==> src/rtl/load_wb_arbiter.sv <==
// load_wb_arbiter: writeback arbiter for load results coming out of MEM/WB.
// Load results are queued in a DEPTH-entry FIFO. They share the single PRF
// write port and the single ROB completion port with the integer pipe, and the
// integer pipe always wins. load_wb_stall_o throttles the memblock early enough
// to absorb the two loads that may already be in flight.
// Optional feature: define LOAD_WB_BYPASS_EN to let a load reach the write ports
// in its arrival cycle when the FIFO is empty and the integer pipe is idle.
module load_wb_arbiter #(
  parameter int unsigned DEPTH   = 4,
  parameter int unsigned ROBID_W = 7,
  parameter int unsigned PREG_W  = 6,
  parameter int unsigned DATA_W  = 64
) (
  input  logic               clock_i,
  input  logic               reset_n_i,
  input  logic               flush_valid_i,
  input  logic               memwb_instr_valid_i,
  input  logic [ROBID_W-1:0] memwb_robid_i,
  input  logic [PREG_W-1:0]  memwb_prd_i,
  input  logic               memwb_need_to_wb_i,
  input  logic               memwb_mmio_valid_i,
  input  logic [DATA_W-1:0]  memwb_opload_rddata_i,
  input  logic               intwb_valid_i,
  input  logic [ROBID_W-1:0] intwb_robid_i,
  input  logic [PREG_W-1:0]  intwb_prd_i,
  input  logic               intwb_need_to_wb_i,
  input  logic [DATA_W-1:0]  intwb_result_i,
  output logic               prf_wen_o,
  output logic [PREG_W-1:0]  prf_waddr_o,
  output logic [DATA_W-1:0]  prf_wdata_o,
  output logic               rob_cmpl_valid_o,
  output logic [ROBID_W-1:0] rob_cmpl_robid_o,
  output logic               rob_cmpl_mmio_o,
  output logic               load_wb_stall_o
);

  localparam int unsigned PTR_W = $clog2(DEPTH);
  localparam int unsigned CNT_W = PTR_W + 1;
  localparam logic [CNT_W-1:0] FULL_LVL  = CNT_W'(DEPTH);
  localparam logic [CNT_W-1:0] STALL_LVL = CNT_W'(DEPTH - 2);

  typedef struct packed {
    logic [ROBID_W-1:0] robid;
    logic [PREG_W-1:0]  prd;
    logic               need_wb;
    logic               mmio;
    logic [DATA_W-1:0]  data;
  } entry_t;

  entry_t           mem_q [DEPTH];
  logic [PTR_W-1:0] wr_ptr_q, wr_ptr_d;
  logic [PTR_W-1:0] rd_ptr_q, rd_ptr_d;
  logic [CNT_W-1:0] count_q, count_d;

  entry_t in_entry;
  entry_t head;
  logic   fifo_empty;
  logic   fifo_full;
  logic   bypass;
  logic   push_req;
  logic   pop;
  logic   wr_en;

  assign in_entry = '{robid:   memwb_robid_i,
                      prd:     memwb_prd_i,
                      need_wb: memwb_need_to_wb_i,
                      mmio:    memwb_mmio_valid_i,
                      data:    memwb_opload_rddata_i};

  assign head       = mem_q[rd_ptr_q];
  assign fifo_empty = (count_q == '0);
  assign fifo_full  = (count_q == FULL_LVL);

`ifdef LOAD_WB_BYPASS_EN
  // Idle write port and nothing queued: the arriving load can go straight out.
  assign bypass = ~intwb_valid_i & fifo_empty & memwb_instr_valid_i & ~flush_valid_i;
`else
  assign bypass = 1'b0;
`endif

  // A flush kills both the incoming load and any head pop in the same cycle.
  assign push_req = memwb_instr_valid_i & ~flush_valid_i & ~bypass;
  assign pop      = ~intwb_valid_i & ~fifo_empty & ~flush_valid_i;
  // A full FIFO only accepts a push when the head leaves in the same cycle.
  assign wr_en    = push_req & (~fifo_full | pop);

  assign load_wb_stall_o = (count_q >= STALL_LVL);

  // Write-port mux: integer pipe first, then FIFO head, then bypassed load.
  // NOTE: every output gets a default before the if-chain so no latch is inferred.
  always_comb begin
    prf_wen_o        = 1'b0;
    prf_waddr_o      = '0;
    prf_wdata_o      = '0;
    rob_cmpl_valid_o = 1'b0;
    rob_cmpl_robid_o = '0;
    rob_cmpl_mmio_o  = 1'b0;
    if (intwb_valid_i) begin
      prf_wen_o        = intwb_need_to_wb_i;
      prf_waddr_o      = intwb_prd_i;
      prf_wdata_o      = intwb_result_i;
      rob_cmpl_valid_o = 1'b1;
      rob_cmpl_robid_o = intwb_robid_i;
    end else if (pop) begin
      prf_wen_o        = head.need_wb;
      prf_waddr_o      = head.prd;
      prf_wdata_o      = head.data;
      rob_cmpl_valid_o = 1'b1;
      rob_cmpl_robid_o = head.robid;
      rob_cmpl_mmio_o  = head.mmio;
    end else if (bypass) begin
      prf_wen_o        = in_entry.need_wb;
      prf_waddr_o      = in_entry.prd;
      prf_wdata_o      = in_entry.data;
      rob_cmpl_valid_o = 1'b1;
      rob_cmpl_robid_o = in_entry.robid;
      rob_cmpl_mmio_o  = in_entry.mmio;
    end
  end

  // Next-state for pointers and occupancy; flush returns everything to empty.
  always_comb begin
    wr_ptr_d = wr_ptr_q;
    rd_ptr_d = rd_ptr_q;
    count_d  = count_q;
    if (flush_valid_i) begin
      wr_ptr_d = '0;
      rd_ptr_d = '0;
      count_d  = '0;
    end else begin
      if (wr_en) wr_ptr_d = wr_ptr_q + PTR_W'(1);
      if (pop)   rd_ptr_d = rd_ptr_q + PTR_W'(1);
      count_d = count_q + CNT_W'(wr_en) - CNT_W'(pop);
    end
  end

  // Control state: pointers and occupancy count.
  // NOTE: sequential state uses non-blocking assignments only.
  always_ff @(posedge clock_i or negedge reset_n_i) begin
    if (!reset_n_i) begin
      wr_ptr_q <= '0;
      rd_ptr_q <= '0;
      count_q  <= '0;
    end else begin
      wr_ptr_q <= wr_ptr_d;
      rd_ptr_q <= rd_ptr_d;
      count_q  <= count_d;
    end
  end

  // FIFO storage write.
  // NOTE: storage is deliberately not reset; an entry is only read after it is written.
  always_ff @(posedge clock_i) begin
    if (wr_en) mem_q[wr_ptr_q] <= in_entry;
  end

`ifndef SYNTHESIS
  // A load arriving at a full FIFO with no pop is lost; the memblock broke the stall contract.
  overflow_drop_a: assert property (@(posedge clock_i) disable iff (!reset_n_i)
    !(push_req && fifo_full && !pop));
`endif

endmodule

==> config.mk <==
export PLATFORM = sky130hd
export DESIGN_NAME = load_wb_arbiter
export DESIGN_NICKNAME = d
export VERILOG_FILES = /design/src/rtl/load_wb_arbiter.sv
export SDC_FILE = /design/constraint.sdc
export NUM_CORES = 1
export LEC_CHECK = 0
export CAP_MARGIN = 20
export CORE_ASPECT_RATIO = 0.6
export CORE_MARGIN = 10
export CORE_UTILIZATION = 30
export CTS_CLUSTER_SIZE = 10
export DETAILED_ROUTE_END_ITERATION = 10
export GPL_ROUTABILITY_DRIVEN = 0
export MAX_ROUTING_LAYER = met4
export SLEW_MARGIN = 25
export SYNTH_ARGS = -nofsm -noshare
export SYNTH_HDL_FRONTEND = slang
export SYNTH_SLANG_ARGS = --single-unit
==> constraint.sdc <==
create_clock -name clock_i -period 7.2 [get_ports clock_i]
set_input_delay 0.72 -clock clock_i [delete_from_list [all_inputs] [get_ports clock_i]]
set_output_delay 0.72 -clock clock_i [all_outputs]
set_load 0.01 [all_outputs]
==> impl_metrics.ini, run 1 <==
[status]
status = completed

[timing]
finalClockSkew_ns = 0.0112
fin_crit_ns = 4.23
whs_ns = 0.485
tightest_slew_ns = 0.950
rsz0062_at_grt = no
final-hold-violation-count = 0
max_freq_mhz = 236
finalCritPeriodShare = 0.587
relSlewSlack = 0.367
tns_ns = 0
setup_viol = 0
drv_slew = 0

[global_routing]
grt_pass1_wl_microns = 44200
track_usage = 0.117
grt_max_degree = 86
grt_antenna_before_repair = 3
grt_pass1_vias = 6996
grt-ovfl-total = 0

[synth]
synth_seq_cells = 323
synth_edf_count = 316
synth_nets = 727
ys_top_cells_by_area = edfxtp_1, mux4_2, a22o_1
async_flop_share = 0.0217
yosysMostFrequentCell = edfxtp_1
synthCells = 558
synth_common_cells = edfxtp_1, mux4_2, a22o_1
synth_area_leader_cell = edfxtp_1
ys_seq_area_frac = 0.763
syn_area_sq_mm = 0.0127
yosys_warnings = 0
synth.avg_cell_area_sq_um = 22.7
ys_types = 26
synth.top_cell.area_share = 0.749
synth_ff_type = edfxtp_1

[setup_path]
end_kind = primary output
critPathArrivalTime_ns = 3.51
critPathKind = primary input to primary output
cp_max_fo = 56
required_ns = 6.48
start_kind = primary input
reg2reg_slack_ns = 4.36

[die]
die_width_microns = 285
io_pins = 243
dieArea_sq_mm = 0.0511
core_sq_mm = 0.0418
start_util = 0.303
rows = 58
die_h_microns = 179

[routing]
wl_per_cell_microns = 21.1
routed_wl_microns = 29500
drt-pass1-iter-count = 4
drc_errors = 0
vias = 6406
ant_nets = 0
viasPerCell = 4.58
drt_iter0_drc = 493

[cts]
cts_root_buf = clkbuf_16
clock_path_buffers = 3
clock_latency_ns = 0.51
post_cts_resized = 0
post_cts_hold_buffer_count = 0
clock_sink_count = 323
cts_tree = done
h-tree-depth = 2
post_cts.repair.setup_buffers = 0
clk_pin_slew_ns = 0.05
cts_buffers = 38

[pwr]
p_leak_nw = 5.26
p_total_mw = 4.76
ir_drop_mv = 0.126
p_per_area_mw_per_mm2 = 284

[cells_and_area]
utilization = 0.401
fin_area_sq_mm = 0.0167
nNetsFinal = 982
drive_gt1_frac = 0.170
syn2layout_area_growth_pct = 32.2

[placed_design]
hpwl_microns = 18400
place_area_sq_mm = 0.0157
port_buffers = 242

[hold_path]
worstHoldPathType = primary input to async pin

[run]
drv_cap = 0
placed cells by master, fill, tap and decap left out, types with 3 or more instances in the layout:
master             n
buf_4              8
a22o_1            78
clkbuf_1          13
and2_4             4
edfxtp_1         316
nand2b_1           3
nor2_1             5
ha_1               6
inv_1              6
dfrtp_1            5
clkdlybuf4s50_1  241
clkbuf_16         39
or3_1              3
mux4_2            79
state kept, by name, summed over array words and instances (netlist names):
name	flops
rd_ptr_q	2
mem_q	316
wr_ptr_q	2
count_q	3
power breakdown:
part	switching (mW)	leakage, nW	total, mW	internal (mW)
logic	0.364	1.79	0.828	0.464
clock network	0.670	0.516	1.69	1.02
registers	0.0638	2.96	2.24	2.18
total	1.10	5.26	4.76	3.66
cell families (layout without fill, tap and decap cells):
family	count (synthesis)	count (layout)	synth area share
AO/OA/AOI/OAI	84	84	0.0573
multiplexers	82	82	0.143
AND/OR/NAND/NOR	19	19	0.00949
other	0	2	0
flip-flops	323	323	0.763
XOR/XNOR	1	1	0.000692
buffers and inverters	42	312	0.0188
adder cells (fa/ha/maj)	7	7	0.00751
metrics by stage:
| step | cells | worst slack [ns] |
|---|---|---|
| floorplan | 558 | 3.60 |
| global placement | 1342 | 2.64 |
| detailed placement | 1342 | 2.56 |
| CTS | 1397 | 2.56 |
| global route | 1399 | 2.70 |
| finish | 1400 | 2.97 |
path summary, 6_finish.rpt:
check / cells past startpoint / start / to
max: 5 / flush_valid_i / prf_wdata_o[56]
min: 1 / reset_n_i / count_q[2]
max reg2reg: 4 / count_q[1] / mem_q[0][51]
min reg2reg: 1 / wr_ptr_q[0] / wr_ptr_q[0]
max in group asynchronous: 1 / reset_n_i / rd_ptr_q[0]
min in group clock_i: 1 / wr_ptr_q[0] / wr_ptr_q[0]
layout make-up:
type	instances	area, sq um
antenna	2	5.00
clock buffer	52	1020
clock inverter	3	42.5
fill	3760	25100
inverter	6	22.5
multi-input combinational	193	2770
sequential	323	9670
tap	570	713
timing repair buffer	251	2490
critical path: stages:
cell,delay (ns)
clkdlybuf4s50_1,0.62
nor3_4,0.68
buf_4,0.66
a22o_1,0.22
clkdlybuf4s50_1,0.55
metal layers:
| layer | vias to the layer above | global-route usage | part of all wire |
|---|---|---|---|
| met4 | 0 | 0.0232 | 0.012 |
| met5 | - | - | 0 |
| met2 | 188 | 0.184 | 0.48 |
| met1 | 3266 | 0.150 | 0.44 |
| met3 | 37 | 0.0337 | 0.064 |
| li1 | 2915 | - | - |
No activity file was read; power rests on OpenSTA's default activity.
==> run 2, diff against run 1 <==
==> constraint.sdc (replaced) <==
create_clock -name clock_i -period 4.06 [get_ports clock_i]
set_input_delay 0.406 -clock clock_i [delete_from_list [all_inputs] [get_ports clock_i]]
set_output_delay 0.406 -clock clock_i [all_outputs]
set_load 0.01 [all_outputs]
==> impl_metrics.ini, run 2 (synthesis gave the netlist of run 1 again) <==
[status]
status = completed

[run]
drv_cap = 0

[die]
die_h_microns = 179
start_util = 0.303
core_sq_mm = 0.0418
die_width_microns = 285
io_pins = 243
rows = 58
dieArea_sq_mm = 0.0511

[routing]
drc_errors = 0
drt-pass1-iter-count = 4
vias = 6443
wl_per_cell_microns = 21.0
routed_wl_microns = 29600
ant_nets = 0
viasPerCell = 4.57
drt_iter0_drc = 437

[pwr]
p_leak_nw = 5.33
p_total_mw = 8.52
ir_drop_mv = 0.225
p_per_area_mw_per_mm2 = 504

[cts]
clock_path_buffers = 3
post_cts_resized = 0
h-tree-depth = 2
clock_latency_ns = 0.52
cts_buffers = 38
post_cts_hold_buffer_count = 0
cts_root_buf = clkbuf_16
clk_pin_slew_ns = 0.05
post_cts.repair.setup_buffers = 0
clock_sink_count = 323
cts_tree = done

[global_routing]
grt_max_degree = 86
grt-ovfl-total = 0
grt_antenna_before_repair = 4
grt_pass1_wl_microns = 45100
track_usage = 0.118
grt_pass1_vias = 7215

[timing]
drv_slew = 0
rsz0062_at_grt = no
relSlewSlack = 0.349
setup_viol = 0
tns_ns = 0
fin_crit_ns = 3.42
finalClockSkew_ns = 0.0160
finalCritPeriodShare = 0.842
final-hold-violation-count = 0
tightest_slew_ns = 0.977
max_freq_mhz = 292

[cells_and_area]
layout_commonest_cell = edfxtp_1
utilization = 0.405
syn2layout_area_growth_pct = 33.6
largest_reg_flops = 316
layout_common_cells = edfxtp_1, clkdlybuf4s50_1, mux4_2
reg.largest.list = mem_q x316, count_q x3
largest-register = mem_q
final_cells = 1409
fin_area_sq_mm = 0.0169
nNetsFinal = 989
drive_gt1_frac = 0.178

[setup_path]
start_kind = register
critPathLaunch = rd_ptr_q[0]
reg2reg_to = mem_q[3][12]
setup.worst_path.end = prf_wdata_o[2]
critPathArrivalTime_ns = 3.01
end_kind = primary output
reg2reg_slack_ns = 1.67
cp_max_fo = 25
required_ns = 3.65
critPathKind = register to primary output
rr_startpoint = count_q[1]
reg2regPathDepth = 4

[placed_design]
place_area_sq_mm = 0.0158
port_buffers = 242
place_inst = 1349
hpwl_microns = 19100

[hold_path]
worstHoldPathType = primary input to async pin
-- run 2: cell types whose count changed in the layout (fill, tap and decap cells not counted), sizes merged --
cell    before  now
clkbuf      52   51
diode        2    3
inv          7    8
buf         10   17
clkinv       1    2
-- run 2: area by class of cell --
class	count	area, sq um
antenna	3	7.51
clock buffer	51	1000
clock inverter	5	67.6
fill	3775	24900
inverter	6	22.5
multi-input combinational	193	2770
sequential	323	9670
tap	570	713
timing repair buffer	258	2660
-- run 2: report_power, final --
group          internal (mW)  total (mW)  switching [mW]
combinational          0.880        1.56           0.683
clock                   1.77        3.00            1.23
sequential              3.87        3.96          0.0907
total                   6.52        8.52            2.00
-- run 2: metal layers --
| metal | vias up | track usage | wire (microns) |
|---|---|---|---|
| li1 | 2933 | - | - |
| met3 | 53 | 0.0348 | 1950 |
| met2 | 193 | 0.191 | 14200 |
| met1 | 3264 | 0.147 | 13000 |
| met5 | - | - | 0 |
| met4 | 0 | 0.0247 | 473 |
-- run 2: through the flow --
step / setup slack [ns] / hold slack (ns)
floorplan: 0.772 / 0.110
global placement: 0.918 / 0.544
detailed placement: 0.900 / 0.557
CTS: 0.335 / 0.150
global route: 0.435 / 0.160
finish: 0.640 / 0.163
-- run 2: how the worst min path moves through the flow --
stage	from	endpoint	slack, ns	cells after the start
after floorplan	reset_n_i	count_q[0]	0.11	0
after global placement	wr_ptr_q[0]	wr_ptr_q[0]	0.54	1
after detailed placement	wr_ptr_q[0]	wr_ptr_q[0]	0.56	1
after CTS	reset_n_i	count_q[2]	0.15	1
after global routing	reset_n_i	count_q[2]	0.16	1
final	reset_n_i	count_q[2]	0.16	1
-- run 2: worst max-delay path, cell delays in order (launching register included) --
cell and delay [ns]:
dfrtp_4 0.67, buf_16 0.29, buf_4 0.27, mux4_2 0.54, a22o_1 0.21, clkdlybuf4s50_1 0.48
